`src/rtl/sgm_pkg.sv`:
```
// rtl/sgm_pkg.sv - shared types and sizing helpers for the SGM line-buffer sequencer
package sgm_pkg;

  typedef enum logic [1:0] {
    IDLE,
    PRIME,
    RUN,
    FLUSH
  } ctrl_state_t;

  typedef struct packed {
    logic valid;
    logic sof;
    logic eol;
  } line_tag_t;

  function automatic int calc_beats(input int pixels_per_line, input int samples_per_clock);
    return pixels_per_line / samples_per_clock;
  endfunction

  function automatic int cnt_width(input int n);
    return (n <= 2) ? 1 : $clog2(n);
  endfunction

endpackage

```
`src/rtl/sgm_linebuf_ctrl_if.sv`:
```
// rtl/sgm_linebuf_ctrl_if.sv - input/output stream sideband handshake bundle
interface sgm_linebuf_ctrl_if;

  logic s_tvalid;
  logic s_tready;
  logic s_tuser;
  logic s_tlast;
  logic m_tvalid;
  logic m_tready;
  logic m_tuser;
  logic m_tlast;

  modport master (
    output s_tvalid, s_tuser, s_tlast, m_tready,
    input  s_tready, m_tvalid, m_tuser, m_tlast
  );

  modport slave (
    input  s_tvalid, s_tuser, s_tlast, m_tready,
    output s_tready, m_tvalid, m_tuser, m_tlast
  );

endinterface

```
`src/rtl/sgm_tag_pipe.sv`:
```
// rtl/sgm_tag_pipe.sv - line tag delay matched to the delay-line read latency
module sgm_tag_pipe
  import sgm_pkg::*;
#(
  parameter int DEPTH = 2
) (
  input  logic      clk,
  input  logic      rst,
  input  logic      ce_i,
  input  line_tag_t tag_i,
  output line_tag_t tag_o,
  output logic      nonempty_o
);

  line_tag_t stage_q [DEPTH];

  always_ff @(posedge clk) begin
    if (rst) begin
      for (int i = 0; i < DEPTH; i++) stage_q[i] <= '0;
    end else if (ce_i) begin
      stage_q[0] <= tag_i;
      for (int i = 1; i < DEPTH; i++) stage_q[i] <= stage_q[i-1];
    end
  end

  assign tag_o = stage_q[DEPTH-1];

  always_comb begin
    nonempty_o = 1'b0;
    for (int i = 0; i < DEPTH; i++) nonempty_o = nonempty_o | stage_q[i].valid;
  end

endmodule

```
`src/rtl/sgm_linebuf_ctrl.sv`:
```
// rtl/sgm_linebuf_ctrl.sv - ce/tlast/pad sequencer and output sideband for the SGM line buffers
module sgm_linebuf_ctrl
  import sgm_pkg::*;
#(
  parameter int MAX_SAMPLES_PER_CLOCK = 4,
  parameter int PIXELS_PER_LINE       = 64,
  parameter int LINES_PER_FRAME       = 48,
  parameter int WINDOW_LINES          = 3,
  parameter int PIPE_LATENCY          = 2
) (
  input  logic              clk,
  input  logic              rst,
  sgm_linebuf_ctrl_if.slave axis,
  output logic              ce,
  output logic              line_tlast,
  output logic              pad,
  output logic              busy,
  output logic              err_line,
  output logic              err_frame
);

  localparam int K     = WINDOW_LINES;
  localparam int BEATS = calc_beats(PIXELS_PER_LINE, MAX_SAMPLES_PER_CLOCK);
  localparam int COL_W = cnt_width(BEATS);
  localparam int ROW_W = cnt_width(LINES_PER_FRAME + K);
  localparam logic [COL_W-1:0] LAST_COL  = COL_W'(BEATS - 1);
  localparam logic [ROW_W-1:0] FIRST_OUT = ROW_W'(K - 1);
  localparam logic [ROW_W-1:0] LAST_ROW  = ROW_W'(LINES_PER_FRAME - 1);
  localparam logic [ROW_W-1:0] LAST_PAD  = ROW_W'(LINES_PER_FRAME + K - 2);
  localparam ctrl_state_t END_STATE = (K > 1) ? FLUSH : IDLE;

  ctrl_state_t      state_q, state_d;
  logic [COL_W-1:0] col_q, col_d, eff_col;
  logic [ROW_W-1:0] row_q, row_d, eff_row, row_inc;
  logic             out_en_q;
  logic             m_tvalid_q, m_tuser_q, m_tlast_q, err_line_q, err_frame_q;
  logic             m_tvalid_d, m_tuser_d, m_tlast_d, err_line_d, err_frame_d;
  logic             stall, pipe_nonempty, s_tready_c;
  logic             in_beat, sof_acc, flush_beat, col_end, line_end;
  line_tag_t        tag_in, tag_out;

  assign stall = m_tvalid_q & ~axis.m_tready;

  always_comb begin
    s_tready_c  = 1'b0;
    ce          = 1'b0;
    line_tlast  = 1'b0;
    pad         = 1'b0;
    in_beat     = 1'b0;
    sof_acc     = 1'b0;
    flush_beat  = 1'b0;
    if (out_en_q) begin
      case (state_q)
        IDLE: begin
          if (pipe_nonempty) begin
            ce  = ~stall;
            pad = 1'b1;
          end else begin
            s_tready_c = ~stall;
            sof_acc    = axis.s_tvalid & axis.s_tuser & ~stall;
            in_beat    = sof_acc;
          end
        end
        PRIME, RUN: begin
          s_tready_c = ~stall;
          in_beat    = axis.s_tvalid & ~stall;
          sof_acc    = in_beat & axis.s_tuser;
        end
        FLUSH: begin
          ce         = ~stall;
          pad        = 1'b1;
          flush_beat = ~stall;
        end
        default: ;
      endcase
    end

    // A SOF beat is always column 0 of row 0, whatever the counters held.
    eff_col  = sof_acc ? '0 : col_q;
    eff_row  = sof_acc ? '0 : row_q;
    row_inc  = eff_row + ROW_W'(1);
    col_end  = (eff_col == LAST_COL);
    line_end = col_end | (in_beat & axis.s_tlast);
    if (in_beat) begin
      ce         = 1'b1;
      line_tlast = line_end;
    end
    if (flush_beat) line_tlast = col_end;

    tag_in.valid = (in_beat & (eff_row >= FIRST_OUT)) | flush_beat;
    tag_in.sof   = in_beat & (eff_row == FIRST_OUT) & (eff_col == '0);
    tag_in.eol   = tag_in.valid & line_end;

    state_d = state_q;
    col_d   = col_q;
    row_d   = row_q;
    if (in_beat) begin
      if (line_end) begin
        col_d = '0;
        if (eff_row == LAST_ROW) begin
          row_d   = (K > 1) ? row_inc : '0;
          state_d = END_STATE;
        end else begin
          row_d   = row_inc;
          state_d = (row_inc >= FIRST_OUT) ? RUN : PRIME;
        end
      end else begin
        col_d   = eff_col + COL_W'(1);
        row_d   = eff_row;
        state_d = (eff_row >= FIRST_OUT) ? RUN : PRIME;
      end
    end else if (flush_beat) begin
      if (col_end) begin
        col_d = '0;
        if (row_q == LAST_PAD) begin
          row_d   = '0;
          state_d = IDLE;
        end else begin
          row_d = row_q + ROW_W'(1);
        end
      end else begin
        col_d = col_q + COL_W'(1);
      end
    end

    err_line_d  = err_line_q | (in_beat & (axis.s_tlast ^ col_end));
    err_frame_d = err_frame_q | (in_beat & axis.s_tuser & (state_q != IDLE));

    // ce never fires under stall, so loading a new tag cannot overwrite a held beat.
    m_tvalid_d = m_tvalid_q;
    m_tuser_d  = m_tuser_q;
    m_tlast_d  = m_tlast_q;
    if (ce) begin
      m_tvalid_d = tag_out.valid;
      m_tuser_d  = tag_out.valid & tag_out.sof;
      m_tlast_d  = tag_out.valid & tag_out.eol;
    end else if (axis.m_tready) begin
      m_tvalid_d = 1'b0;
      m_tuser_d  = 1'b0;
      m_tlast_d  = 1'b0;
    end
  end

  always_ff @(posedge clk) begin
    if (rst) begin
      state_q     <= IDLE;
      col_q       <= '0;
      row_q       <= '0;
      out_en_q    <= 1'b0;
      m_tvalid_q  <= 1'b0;
      m_tuser_q   <= 1'b0;
      m_tlast_q   <= 1'b0;
      err_line_q  <= 1'b0;
      err_frame_q <= 1'b0;
    end else begin
      state_q     <= state_d;
      col_q       <= col_d;
      row_q       <= row_d;
      out_en_q    <= 1'b1;
      m_tvalid_q  <= m_tvalid_d;
      m_tuser_q   <= m_tuser_d;
      m_tlast_q   <= m_tlast_d;
      err_line_q  <= err_line_d;
      err_frame_q <= err_frame_d;
    end
  end

  sgm_tag_pipe #(
    .DEPTH(PIPE_LATENCY)
  ) u_tag_pipe (
    .clk        (clk),
    .rst        (rst),
    .ce_i       (ce),
    .tag_i      (tag_in),
    .tag_o      (tag_out),
    .nonempty_o (pipe_nonempty)
  );

  assign axis.s_tready = s_tready_c;
  assign axis.m_tvalid = m_tvalid_q;
  assign axis.m_tuser  = m_tuser_q;
  assign axis.m_tlast  = m_tlast_q;
  assign busy          = (state_q != IDLE) | pipe_nonempty;
  assign err_line      = err_line_q;
  assign err_frame     = err_frame_q;

endmodule

```
`src/flat_wrapper.sv`:
```
// flat-port wrapper written by rule: the top's interface ports become plain ports
module sgm_linebuf_ctrl_flat import sgm_pkg::*;
#(
  parameter int MAX_SAMPLES_PER_CLOCK = 4,
  parameter int PIXELS_PER_LINE       = 64,
  parameter int LINES_PER_FRAME       = 48,
  parameter int WINDOW_LINES          = 3,
  parameter int PIPE_LATENCY          = 2
)
  (clk, rst, ce, line_tlast, pad, busy, err_line, err_frame, axis_s_tvalid, axis_s_tuser, axis_s_tlast, axis_m_tready, axis_s_tready, axis_m_tvalid, axis_m_tuser, axis_m_tlast);
  sgm_linebuf_ctrl_if axis_i ();
  input  logic clk;
  input  logic rst;
  output logic ce;
  output logic line_tlast;
  output logic pad;
  output logic busy;
  output logic err_line;
  output logic err_frame;
  input wire logic [$bits(axis_i.s_tvalid)-1:0] axis_s_tvalid;
  input wire logic [$bits(axis_i.s_tuser)-1:0] axis_s_tuser;
  input wire logic [$bits(axis_i.s_tlast)-1:0] axis_s_tlast;
  input wire logic [$bits(axis_i.m_tready)-1:0] axis_m_tready;
  output wire logic [$bits(axis_i.s_tready)-1:0] axis_s_tready;
  output wire logic [$bits(axis_i.m_tvalid)-1:0] axis_m_tvalid;
  output wire logic [$bits(axis_i.m_tuser)-1:0] axis_m_tuser;
  output wire logic [$bits(axis_i.m_tlast)-1:0] axis_m_tlast;
  assign axis_i.s_tvalid = axis_s_tvalid;
  assign axis_i.s_tuser = axis_s_tuser;
  assign axis_i.s_tlast = axis_s_tlast;
  assign axis_i.m_tready = axis_m_tready;
  assign axis_s_tready = axis_i.s_tready;
  assign axis_m_tvalid = axis_i.m_tvalid;
  assign axis_m_tuser = axis_i.m_tuser;
  assign axis_m_tlast = axis_i.m_tlast;
  sgm_linebuf_ctrl #(.MAX_SAMPLES_PER_CLOCK(MAX_SAMPLES_PER_CLOCK), .PIXELS_PER_LINE(PIXELS_PER_LINE), .LINES_PER_FRAME(LINES_PER_FRAME), .WINDOW_LINES(WINDOW_LINES), .PIPE_LATENCY(PIPE_LATENCY)) u_core (.clk(clk), .rst(rst), .axis(axis_i), .ce(ce), .line_tlast(line_tlast), .pad(pad), .busy(busy), .err_line(err_line), .err_frame(err_frame));
endmodule
```
`config.mk`:
```
export PLATFORM = sky130hd
export DESIGN_NAME = sgm_linebuf_ctrl_flat
export DESIGN_NICKNAME = d
export VERILOG_FILES = /design/src/rtl/sgm_pkg.sv /design/src/rtl/sgm_linebuf_ctrl_if.sv /design/src/rtl/sgm_tag_pipe.sv /design/src/rtl/sgm_linebuf_ctrl.sv /design/src/flat_wrapper.sv
export SDC_FILE = /design/constraint.sdc
export NUM_CORES = 1
export LEC_CHECK = 0
export CAP_MARGIN = 20
export CORE_MARGIN = 2
export CORE_UTILIZATION = 35
export DETAILED_ROUTE_END_ITERATION = 12
export DONT_BUFFER_PORTS = 1
export PLACE_DENSITY = 0.49
export RECOVER_POWER = 50
export SYNTH_ARGS = -nofsm -noshare
export SYNTH_HDL_FRONTEND = slang
export SYNTH_SLANG_ARGS = --single-unit
```
`constraint.sdc`:
```
create_clock -name clk -period 6.6 [get_ports clk]
set_clock_uncertainty 0.2 [all_clocks]
set_input_delay 0.99 -clock clk [delete_from_list [all_inputs] [get_ports clk]]
set_output_delay 0.99 -clock clk [all_outputs]
set_load 0.02 [all_outputs]
```
# After elaboration in Yosys (flattened, before gate mapping)
# Memory sizes are Yosys's and may differ from the RTL's.
# Index checks and enable logic that the tools add are counted.
[totals]
ff_bits = 18
latch_bits = 0
ram_bits = 6
romBits = 0
input_bits = 6
out_inout_bits = 10
elab_cells = 109
n_memories = 1
[memory_table]
columns = ["memory", "words", "word_bits", "read_ports", "rd_clocked_by_memory_dff", "wr", "line", "source"]
rows = [
  ["u_core.u_tag_pipe.stage_q", 2, 3, 2, 0, 2, "sgm_tag_pipe.sv:15", "line_tag_t stage_q [DEPTH];"],
]
[classes]
n_addsub = 4
multipliers = 0
n_div = 0
magnitude_cmp = 2
eq_ne = 7
shifts = 0
n_mux = 50
bitwise = 26
n_reduce_logical = 10
[ops]
columns = ["op", "count"]
rows = [
  ["6-bit two-way mux", 6],
  ["1-bit two-way mux", 24],
  ["4-bit two-way mux", 5],
  ["2-bit two-way mux", 8],
  ["1-bit AND", 15],
  ["6-bit by 1-bit adder with 6-bit output, second input constant", 2],
  ["6-bit equality test, second input constant", 2],
  ["6-bit by 2-bit greater-or-equal comparator with 1-bit output, second input constant", 2],
  ["1-bit one-hot mux with 2 select lines", 5],
  ["2-bit nonzero test", 5],
  ["4-bit by 1-bit adder with 4-bit output, second input constant", 2],
  ["1-bit OR", 8],
  ["6-bit by 2-bit equality test with 1-bit output, second input constant", 1],
  ["3-bit two-way mux", 2],
  ["2-bit equality test, second input constant", 2],
  ["4-bit equality test, second input constant", 1],
  ["4-bit logical NOT", 1],
  ["3-bit AND reduction", 1],
  ["2-bit by 1-bit equality test with 1-bit output, second input constant", 1],
  ["2-bit logical NOT", 1],
  ["1-bit inverter", 2],
  ["2-bit AND reduction", 1],
  ["2-bit OR reduction", 1],
  ["1-bit bitwise XOR", 1],
]

# Depth between registers and ports, before layout
[logic_depth]
depth_word = 14
ltp_mapped = 15
mapped_depth_nobuf = 13

# Modules after synthesis
# A second synthesis with hierarchy kept.
[unflattened]
cells_unflattened = 223
hier_area_um2 = 1880.6
[by_module_without_submodules]
columns = ["module", "n_inst", "cells_each", "area_per_inst_um2", "seq_area_each_um2"]
rows = [
  ["sgm_linebuf_ctrl", 1, 206, 1612.8, 360.3],
  ["sgm_tag_pipe", 1, 17, 267.8, 180.2],
]

# Least setup slack after synthesis
# No wires, ideal clock.
[synth_path]
kind = "in2out"
from = "input port axis_m_tready"
to = "output port line_tlast"
t_arrival_ns = 3.020
t_required_ns = 5.410
setup_slack_ns = 2.390
path_stages = 12
path_buffers = 3
cell_sequence = "nand2b_1 > buf_4 > nand3_2 > or2_1 > buf_2 > nand2_1 > inv_1 > ha_1 > and3_1 > clkbuf_1 > o21ai_1 > a21oi_1"
[synth_via]
elab_chain_len = 12
elab_cells_between_ends = 19
cone_classes = "eq/ne: 1; mux: 10; bitwise: 8"
[synth_lines]
columns = ["element", "line", "source"]
rows = [
  ["from (decl)", "flat_wrapper.sv:23", "input wire logic [$bits(axis_i.m_tready)-1:0] axis_m_tready;"],
  ["1-bit inverter (*)", "sgm_linebuf_ctrl.sv:42", "assign stall = m_tvalid_q & ~axis.m_tready;"],
  ["1-bit AND (*)", "sgm_linebuf_ctrl.sv:42", ""],
  ["1-bit inverter (*)", "sgm_linebuf_ctrl.sv:60, sgm_linebuf_ctrl.sv:66, sgm_linebuf_ctrl.sv:72", ""],
  ["1-bit AND, on equally long branches", "sgm_linebuf_ctrl.sv:66, sgm_linebuf_ctrl.sv:60", ""],
  ["1-bit AND or 1-bit two-way mux (tied branches)", "sgm_linebuf_ctrl.sv:67, sgm_linebuf_ctrl.sv:55", ""],
  ["1-bit one-hot mux with 2 select lines", "sgm_linebuf_ctrl.sv:53", "case (state_q)"],
  ["1-bit two-way mux", "sgm_linebuf_ctrl.sv:52", "if (out_en_q) begin"],
  ["4-bit two-way mux", "sgm_linebuf_ctrl.sv:79", "eff_col = sof_acc ? '0 : col_q;"],
  ["4-bit equality test", "sgm_linebuf_ctrl.sv:82", "col_end = (eff_col == LAST_COL);"],
  ["1-bit OR", "sgm_linebuf_ctrl.sv:83", "line_end = col_end | (in_beat & axis.s_tlast);"],
  ["1-bit two-way mux", "sgm_linebuf_ctrl.sv:84", "if (in_beat) begin"],
  ["1-bit two-way mux (*)", "sgm_linebuf_ctrl.sv:88", "if (flush_beat) line_tlast = col_end;"],
  ["to (decl)", "flat_wrapper.sv:15", "output logic line_tlast;"],
]
# Mark *: on every way between the ends. The rest lies on a longest branch, timed or not.

# Worst setup path in the final report
# Same ends and word-level chain as after synthesis.

==> reports/results.ini <==
[timing]
timing.final.crit_share=0.716
slew-limit-headroom=0.501
worstMarginPinSlew_ns=0.749
max_freq_mhz=212
finalSetupTns_ns=0
grt_setup_unrepaired=no
final_max_slew_viol_count=0
setup_viol=0
period_minus_slack_ns=4.73
hold_viol=0

[logic_synthesis]
yosys.area.top_type=dfxtp_1
syn_inst=204
synth-edff-count=6
synth_area_per_cell_sq_um=8.16
yosysTopAreaCellShare=0.217
synthTopCellsByCount=21 x nor2_1, 18 x dfxtp_1, 17 x nand2_1
synth_seq_cells=24
synth_seq_area_share=0.325
synth.distinct_cells=54
synth_area_leaders=dfxtp_1 22%, edfxtp_1 11%, ha_1 8.3%
synthFlopType=dfxtp_1
ys_async_sr_fraction=0
syn_nets=221
yosysMostFrequentCell=nor2_1
synth_warnings=0
synth_area_sq_mm=0.00166

[global_route]
grt_pass1_wl_mm=7.29
grt_overflow=0
grtUsageTotal=0.176
antenna_found_initial=0
grt_pass1_vias=1464
grt_max_degree=16

[clock_network]
h-tree-depth=1
cts_setup_buffers=0
clkTransAtPathRegs_ns=0.09
cts_buffer_depth=2
cts_buffers=3
insertion_delay_ns=0.27
cts-root-buf=clkbuf_8
holdBufCountCts=0
cts_resized=0
cts.sinks=24
cts_tree=done

[placement]
port_buffers=0
hpwl_mm=3.24
placed_cell_area_sq_mm=0.00168
gp_congestion=0.865

[routing]
firstDrtPassIters=4
routed_wl_mm=4.46
drt_drc_violations_left=0
first_iter_violations=103
final_antenna_net_count=0
viasPerCell=5.92
num_vias=1493
wl_per_cell_um=17.7

[die]
die_w_um=73.0
start_util=0.357
dieArea_sq_mm=0.00532
io-pin-count=16
num_rows=25
die_y_um=73.0
core_sq_mm=0.00466

[worst_setup_path]
critPathMaxFanout=13
worstSetupPathType=input port to output port
end_kind=output port
crit_arrival_ns=3.54
startpoint_type=input port
r2r_slack_ns=2.90
critical_path_required_ns=5.41

[layout]
fin_nets=216
area_growth_pct=3.16
fillers=504
antenna_cells=0
multi_input_area_sq_mm=0.00101
seqCellArea_sq_um=541
layout-drive-gt1-share=0.0657
postLayoutCellArea_sq_mm=0.00172

[run]
maxCapViolations=0

[status]
status=complete, no violations

[power_and_ir_drop]
irDropWorstVdd_mv=0.0678
leakage_nw=0.695
powerDensity_mw_per_mm2=190

[min_path]
hold_class=flop to flop

-- kinds of logic (layout without fill, tap and decap cells) --
logic type                 Yosys count  count (layout)  synth area share
adders and majority gates           11              11            0.0827
xor gates and xnor gates             5               5            0.0263
buffers and inverters               24              18            0.0609
AOI/OAI and AO/OA                   58              58             0.244
DFF                                 24              24             0.325
and+or+nand+nor                     82              82             0.261
-- worst max-delay path, cell delays in order --
cell,delay [ns]
nand2b_1,0.25
nand3_2,0.18
or2_0,0.61
nand2_1,0.17
inv_1,0.09
ha_1,0.20
and3_1,0.36
o21ai_1,0.25
a21oi_1,0.43
-- path summary, 6_finish.rpt --
path	from	to	cells past startpoint
worst max-delay path	axis_m_tready	line_tlast	9
worst min register to register	u_core.state_q[0]	u_core.state_q[0]	2
worst min-delay path	u_core.state_q[0]	u_core.state_q[0]	2
worst max register to register	u_core.state_q[0]	u_core.state_q[1]	12
-- routing by layer --
| metal | wire, um | GRT usage | vias up |
|---|---|---|---|
| met1 | 2160 | 0.235 | 737 |
| met5 | 0 | 0 | - |
| met2 | 2090 | 0.290 | 25 |
| li1 | - | - | 725 |
| met4 | 61 | 0.0700 | 0 |
| met3 | 147 | 0.0207 | 6 |
-- sequential cells by signal, indices dropped and copies added (netlist names) --
| signal | cells |
|---|---|
| u_core.row_q | 6 |
| u_core.u_tag_pipe.stage_q | 6 |
| u_core.col_q | 4 |
| u_core.state_q | 2 |
| u_core.axis.m_tlast | 1 |
| u_core.axis.m_tuser | 1 |
| u_core.axis.m_tvalid | 1 |
| u_core.err_frame | 1 |
| u_core.err_line | 1 |
| u_core.out_en_q | 1 |
-- where the power goes --
part / internal [mW] / switching (mW)
logic: 0.0206 / 0.0452
clock network: 0.0432 / 0.0489
registers: 0.159 / 0.00845
-- through the flow --
step	setup WS (ns)	cells	hold slack, ns	utilization	total power, mW
3_5_place_dp	2.13	248	0.307	0.361	0.238
5_1_grt	1.60	252	0.328	0.368	0.343
6_report	1.87	252	0.315	0.368	0.326
2_1_floorplan	2.39	204	0.268	-	0.225
4_1_cts	2.11	252	0.320	0.371	0.330
3_3_place_gp	2.21	248	0.300	0.361	0.238
-- placed cells by master, fill, tap and decap left out, types with 4 or more instances in the layout --
cell type,instances
nand3_1,8
dfxtp_1,18
and3_1,6
edfxtp_1,6
nor2_1,21
a31oi_1,6
ha_1,11
inv_1,13
nor3_1,6
o21ai_0,11
nand4_1,4
nand2_1,17
a21oi_1,16
-- layout make-up --
class                   count  share of cell area
well taps                  54              0.0394
inverters                  14              0.0306
clock buffers               4              0.0262
multi-input cells         156               0.589
flip-flops and latches     24               0.315
Power figures use the tool's default switching activity.
